===== src/rtl/mc_ctrl.sv =====
// rtl/mc_ctrl.sv - multicycle MIPS32 main control FSM with retire counter and halt on illegal opcode
module mc_ctrl #(
    parameter int OPCODE_LEN = 6,
    parameter int ALUOP_LEN  = 2,
    parameter int CNT_W      = 32
) (
    input  logic                  clk,
    input  logic                  rst,
    input  logic [OPCODE_LEN-1:0] OpCode,
    input  logic                  Zero,
    input  logic                  MemRdy,
    output logic                  PCWr,
    output logic                  PCWrCond,
    output logic                  IorD,
    output logic                  MemRd,
    output logic                  MemWr,
    output logic                  IRWr,
    output logic                  MemtoReg,
    output logic                  RegDst,
    output logic                  RegWr,
    output logic                  ALUSrcA,
    output logic [1:0]            ALUSrcB,
    output logic [1:0]            PCSrc,
    output logic [ALUOP_LEN-1:0]  ALUOp,
    output logic [3:0]            State,
    output logic                  Halted,
    output logic [CNT_W-1:0]      InstCnt
);

    typedef enum logic [3:0] {
        S_FETCH  = 4'd0,
        S_DECODE = 4'd1,
        S_MEMADR = 4'd2,
        S_MEMRD  = 4'd3,
        S_MEMWB  = 4'd4,
        S_MEMWR  = 4'd5,
        S_EXEC   = 4'd6,
        S_RWB    = 4'd7,
        S_BRANCH = 4'd8,
        S_JUMP   = 4'd9,
        S_ADDIEX = 4'd10,
        S_ADDIWB = 4'd11,
        S_HALT   = 4'd12
    } state_t;

    localparam logic [OPCODE_LEN-1:0] OP_RTYPE = OPCODE_LEN'(6'b000000);
    localparam logic [OPCODE_LEN-1:0] OP_LW    = OPCODE_LEN'(6'b100011);
    localparam logic [OPCODE_LEN-1:0] OP_SW    = OPCODE_LEN'(6'b101011);
    localparam logic [OPCODE_LEN-1:0] OP_BEQ   = OPCODE_LEN'(6'b000100);
    localparam logic [OPCODE_LEN-1:0] OP_J     = OPCODE_LEN'(6'b000010);
    localparam logic [OPCODE_LEN-1:0] OP_ADDI  = OPCODE_LEN'(6'b001000);

    localparam logic [ALUOP_LEN-1:0] ALUOP_ADD   = ALUOP_LEN'(0);
    localparam logic [ALUOP_LEN-1:0] ALUOP_SUB   = ALUOP_LEN'(1);
    localparam logic [ALUOP_LEN-1:0] ALUOP_FUNCT = ALUOP_LEN'(2);

    state_t            state_q, state_d;
    logic              halted_q;
    logic [CNT_W-1:0]  cnt_q;
    logic              retire;

    // Zero is qualified in the datapath via PCWrCond; the sequencing never depends on it.
    logic unused_zero;
    assign unused_zero = Zero;

    // State register, sticky halt flag and retired-instruction counter.
    always_ff @(posedge clk or negedge rst) begin
        if (!rst) begin
            state_q  <= S_FETCH;
            halted_q <= 1'b0;
            cnt_q    <= '0;
        end else begin
            state_q <= state_d;
            if (state_d == S_HALT) begin
                halted_q <= 1'b1;
            end
            if (retire) begin
                cnt_q <= cnt_q + CNT_W'(1);
            end
        end
    end

    // Next-state sequencing; retire marks the edge that leaves an instruction's last state.
    always_comb begin
        state_d = state_q;
        retire  = 1'b0;
        case (state_q)
            S_FETCH: begin
                if (MemRdy) state_d = S_DECODE;
            end
            S_DECODE: begin
                case (OpCode)
                    OP_RTYPE:     state_d = S_EXEC;
                    OP_LW, OP_SW: state_d = S_MEMADR;
                    OP_BEQ:       state_d = S_BRANCH;
                    OP_J:         state_d = S_JUMP;
                    OP_ADDI:      state_d = S_ADDIEX;
                    default:      state_d = S_HALT;
                endcase
            end
            S_MEMADR: state_d = (OpCode == OP_LW) ? S_MEMRD : S_MEMWR;
            S_MEMRD: begin
                if (MemRdy) state_d = S_MEMWB;
            end
            S_MEMWB: begin
                state_d = S_FETCH;
                retire  = 1'b1;
            end
            S_MEMWR: begin
                if (MemRdy) begin
                    state_d = S_FETCH;
                    retire  = 1'b1;
                end
            end
            S_EXEC:   state_d = S_RWB;
            S_RWB, S_BRANCH, S_JUMP, S_ADDIWB: begin
                state_d = S_FETCH;
                retire  = 1'b1;
            end
            S_ADDIEX: state_d = S_ADDIWB;
            S_HALT:   state_d = S_HALT;
            default:  state_d = S_FETCH;
        endcase
    end

    // Moore decode of datapath controls; reset blanks everything without waiting for a clock.
    always_comb begin
        PCWr     = 1'b0;
        PCWrCond = 1'b0;
        IorD     = 1'b0;
        MemRd    = 1'b0;
        MemWr    = 1'b0;
        IRWr     = 1'b0;
        MemtoReg = 1'b0;
        RegDst   = 1'b0;
        RegWr    = 1'b0;
        ALUSrcA  = 1'b0;
        ALUSrcB  = 2'b00;
        PCSrc    = 2'b00;
        ALUOp    = ALUOP_ADD;
        case (state_q)
            S_FETCH: begin
                MemRd   = 1'b1;
                ALUSrcB = 2'b01;
                IRWr    = MemRdy;
                PCWr    = MemRdy;
            end
            S_DECODE: ALUSrcB = 2'b11;
            S_MEMADR, S_ADDIEX: begin
                ALUSrcA = 1'b1;
                ALUSrcB = 2'b10;
            end
            S_MEMRD: begin
                MemRd = 1'b1;
                IorD  = 1'b1;
            end
            S_MEMWB: begin
                RegWr    = 1'b1;
                MemtoReg = 1'b1;
            end
            S_MEMWR: begin
                MemWr = 1'b1;
                IorD  = 1'b1;
            end
            S_EXEC: begin
                ALUSrcA = 1'b1;
                ALUOp   = ALUOP_FUNCT;
            end
            S_RWB: begin
                RegWr  = 1'b1;
                RegDst = 1'b1;
            end
            S_BRANCH: begin
                ALUSrcA  = 1'b1;
                ALUOp    = ALUOP_SUB;
                PCWrCond = 1'b1;
                PCSrc    = 2'b01;
            end
            S_JUMP: begin
                PCWr  = 1'b1;
                PCSrc = 2'b10;
            end
            S_ADDIWB: RegWr = 1'b1;
            default: ;
        endcase
        if (!rst) begin
            PCWr     = 1'b0;
            PCWrCond = 1'b0;
            IorD     = 1'b0;
            MemRd    = 1'b0;
            MemWr    = 1'b0;
            IRWr     = 1'b0;
            MemtoReg = 1'b0;
            RegDst   = 1'b0;
            RegWr    = 1'b0;
            ALUSrcA  = 1'b0;
            ALUSrcB  = 2'b00;
            PCSrc    = 2'b00;
            ALUOp    = ALUOP_ADD;
        end
    end

    assign State   = state_q;
    assign Halted  = halted_q;
    assign InstCnt = cnt_q;

endmodule


===== config.mk =====
export PLATFORM = sky130hd
export DESIGN_NAME = mc_ctrl
export DESIGN_NICKNAME = d
export VERILOG_FILES = /design/src/rtl/mc_ctrl.sv
export SDC_FILE = /design/constraint.sdc
export NUM_CORES = 1
export LEC_CHECK = 0
export BUFFER_PORTS_ARGS = -buffer_cell sky130_fd_sc_hd__buf_2
export CORE_MARGIN = 2
export CORE_UTILIZATION = 50
export CTS_CLUSTER_SIZE = 12
export DETAILED_ROUTE_END_ITERATION = 8
export PLACE_DENSITY = 0.78
export SLEW_MARGIN = 30
export SYNTH_ARGS = -nofsm -noshare
export SYNTH_HDL_FRONTEND = slang
export SYNTH_SLANG_ARGS = --single-unit

===== constraint.sdc =====
create_clock -name clk -period 2.02 [get_ports clk]
set_input_delay 0.303 -clock clk [delete_from_list [all_inputs] [get_ports clk]]
set_output_delay 0.303 -clock clk [all_outputs]
set_load 0.03 [all_outputs]

==> metrics.md <==
| Metric | Value |
|---|---|
| Seq. cell area | approximately 930 sq um |
| Cell Area, Synth | ~0.0022 sq mm |
| R2R depth | 5 |
| GR Overflow Total | 0 |
| WP data required | around 1700 ps |
| CP Max Fanout | 14 |
| Num CTS Buffers | 5 |
| Vias in the first global route | about 1800 |
| Highest cell delay on the worst timing path | just under 400 ps |
| Fmax | between 500 and 600 MHz |
| WL/cell | between 10 and 15 microns |
| Main flop type after synthesis | dfrtp_1 |
| PortBufs | 61 |
| Comb pwr share | 44.5% |
| Worst-path clk slew | roughly 80 ps |
| Post-Synthesis Cells | about 220 |
| Detailed-route DRC error count | 0 |
| CP startpoint | State[1] |
| Width of the die | about 70 microns |
| CTS max path bufs | 2 |
| Slew @ Worst Pin | approximately 480 ps |
| Average size of a mapped cell | 10.1 sq um |
| WL final | around 4600 microns |
| Initial antenna violation count | 0 |
| Nets@finish | ~300 |
| Final setup viols | 0 |
| Cell area after layout | between 0.002 and 0.003 sq mm |
| Placer Congestion | about 0.84 |
| Post-DP HPWL | 3340 microns |
| Sequential share of the synthesized area | a little over two fifths |
| Switching portion of total power | a little over two fifths |
| CP Class | reg -> out |
| DP Area | 0.00259 sq mm |
| Die ar. | between 0.004 and 0.005 sq mm |
| H-tree depth | 2 |
| CTS tree | built |
| Int Pwr | 1.69 mW |
| Area Growth Syn to Fin | 25.2% |
| Top-area cell type share of the netlist area | 42.2% |
| Detailed-router iteration count before antenna repair | 4 |
| Async S/R FF share, synth | 100% |
| Most area-consuming cells after synthesis | dfrtp_1, xnor2_1, xor2_1 |
| Final worst path period share | 94.8% |
| Layout cell share with drive strength beyond 1 | between 40% and 50% |
| Peak supply drop | 0.764 mV |
| Worst reg2reg endpoint | InstCnt[16] |
| Via count | around 1800 |
| Slew Viols, Final | 0 |
| Via density | between 5 and 6 |
| Floorplan core area | roughly 0.0043 sq mm |
| Unrepaired setup endpoints after global routing | yes |
| Fin worst setup slack | between 100 and 150 ps |
| CP arrival | around 1600 ps |
| EDFF count, synth | 0 |
| Hold_buf cts | 0 |
| Yosys cell types | 53 |
| Static leakage | about 1.4 nW |
| Yosys warns | 0 |
| Hold crit path type | in -> async |
| Antenna Diode Count | 0 |
| R2r setup slk | around 200 ps |
| Initial core utilization | about half |
| CP Cell Sequence | buf_4, nand2b_2, nor2_1, nor2_1, nor3_1, buf_4 |
| Clock power share | a little under a quarter |
| Clock Skew | about 8.5 ps |
| Largest net degree at the start of global routing | 39 |
| GRT Util Overall | between 10% and 20% |
| Fillers | between 300 and 400 |
| MaxCap Viol Count | 0 |
| Outcome | completed |
| Row cnt | 24 |
| Slew headroom | 68.2% |
| Global-route wire length before repair | roughly 8000 microns |
| Setup crit end kind | primary output |
| Multi-input logic area | 0.00122 sq mm |
| Worst-skew pair later-pin latency | between 200 and 300 ps |
| Pwr/cell area | between 1000 and 1500 mW/mm^2 |
| Root buf cell | clkbuf_8 |
| Post-DRT Antenna Nets | 0 |
| Clock Sinks | 37 |
| 1st-iter DRT viols | 83 |
| Switching Power | roughly 1.2 mW |
| DP Worst Slack | roughly 220 ps |
| Worst r2r src | State[3] |
| Top cell type by total area after synthesis | dfrtp_1 |
| CP Launch Type | flip-flop |
| Final Hold Viols | 0 |
| Die extent in y | around 70 microns |
| Post-layout min period | ~1900 ps |
| I/O Pins | between 60 and 70 |
| #FFs+latches synth | 37 |
| Sequential Power Share | ~33% |
| Synthesized Nets | 228 |
| Slowest CP cell | dfrtp_1 |
-- worst max-delay path, delay by kind of cell, from the launching register on --
family | cells | cell delay (ps)
and+or+nand+nor | 4 | 550
DFF | 1 | 390
buffers and inverters | 2 | 390
-- layout make-up --
class                           count  share of cell area (%)
Timing Repair Buffer               69                    13.4
Clock buffer                        6                    3.00
Multi-Input combinational cell    159                    44.5
Clock inverter                      2                    1.36
Inverter                           12                    1.64
Tap cell                           52                    2.37
Sequential cell                    37                    33.8
-- per-stage QoR --
stage	utilization, %	hold slack (ps)	instances	setup TNS (ps)	power [mW]
after global routing	64.0	136	337	-7.77	3.08
after detailed placement	60.4	432	326	0	2.19
final	64.0	85.3	337	0	2.91
after global placement	60.4	424	326	0	2.18
after CTS	63.2	115	334	0	2.87
after floorplan	-	7.41	217	-24.1	1.91
-- state kept, by name, indices dropped and copies added, names as in the netlist --
signal	cells
State	4
InstCnt	32
Halted	1
-- cells by family after synthesis --
logic type	share of synthesized area, %
buffers and inverters	4.22
muxes	0.513
DFF	42.2
adders and majority gates	0.570
xor gates and xnor gates	12.8
and+or+nand+nor	32.8
AOI/OAI and AO/OA	6.95
-- repair_timing --
item / 4_1_cts / 5_1_grt
endpoints found under the setup margin: 0 / 6
gates resized for setup: 0 / 4
setup buffers: 0 / 3
-- worst max-delay path by stage --
stage                 endpoint  slack [ps]  cells after the start
CTS                 ALUSrcB[1]          30                      6
finish              ALUSrcB[1]         110                      6
detailed placement      Halted         220                      5
floorplan             ALUOp[0]         -10                      5
global placement        Halted         220                      5
global route        ALUSrcB[1]          -8                      6
-- layout by cell type, fill, tap and decap left out, types with 2 or more instances in the layout --
cell type,instances
a21oi_1,2
and2_1,2
and3_1,9
and4_1,3
buf_2,60
buf_4,9
clkbuf_8,6
dfrtp_1,35
dfrtp_2,2
inv_1,11
nand2_1,12
nand2b_1,6
nand3_1,6
nand3_4,3
nand3b_1,3
nand4_1,6
nor2_1,15
nor2_2,4
nor2b_1,2
nor3_1,12
nor4_2,9
nor4b_1,2
o21ai_0,3
or3_4,2
xnor2_1,15
xor2_1,16
-- layer usage --
layer,vias to the layer above,track usage [%],share of wire [%]
met5,-,0,0
met4,0,7.05,1.0
met3,5,4.76,4.3
met2,33,32.4,49
met1,871,26.0,45
li1,903,-,-
-- power groups by stage --
stage               clock, mW  sequential, mW  combinational [mW]
floorplan                   0            1.14               0.773
global placement            0           0.970                1.21
detailed placement          0           0.975                1.22
CTS                     0.682           0.962                1.23
global route            0.709           0.966                1.41
finish                  0.668           0.949                1.30
-- cell usage after synthesis, drive strengths merged, types with 2 or more instances --
cell,number
nor2b,2
buf,8
a221oi,2
inv,12
or3,3
nor2,19
dfrtp,37
and2,2
nor3,14
nand4,8
nand2,12
nor4b,2
nand3,9
and4,4
nand3b,3
o21ai,4
a21oi,2
xnor2,16
nor4,9
and3,10
xor2,16
nand2b,7
(Power assumes the default switching activity.)
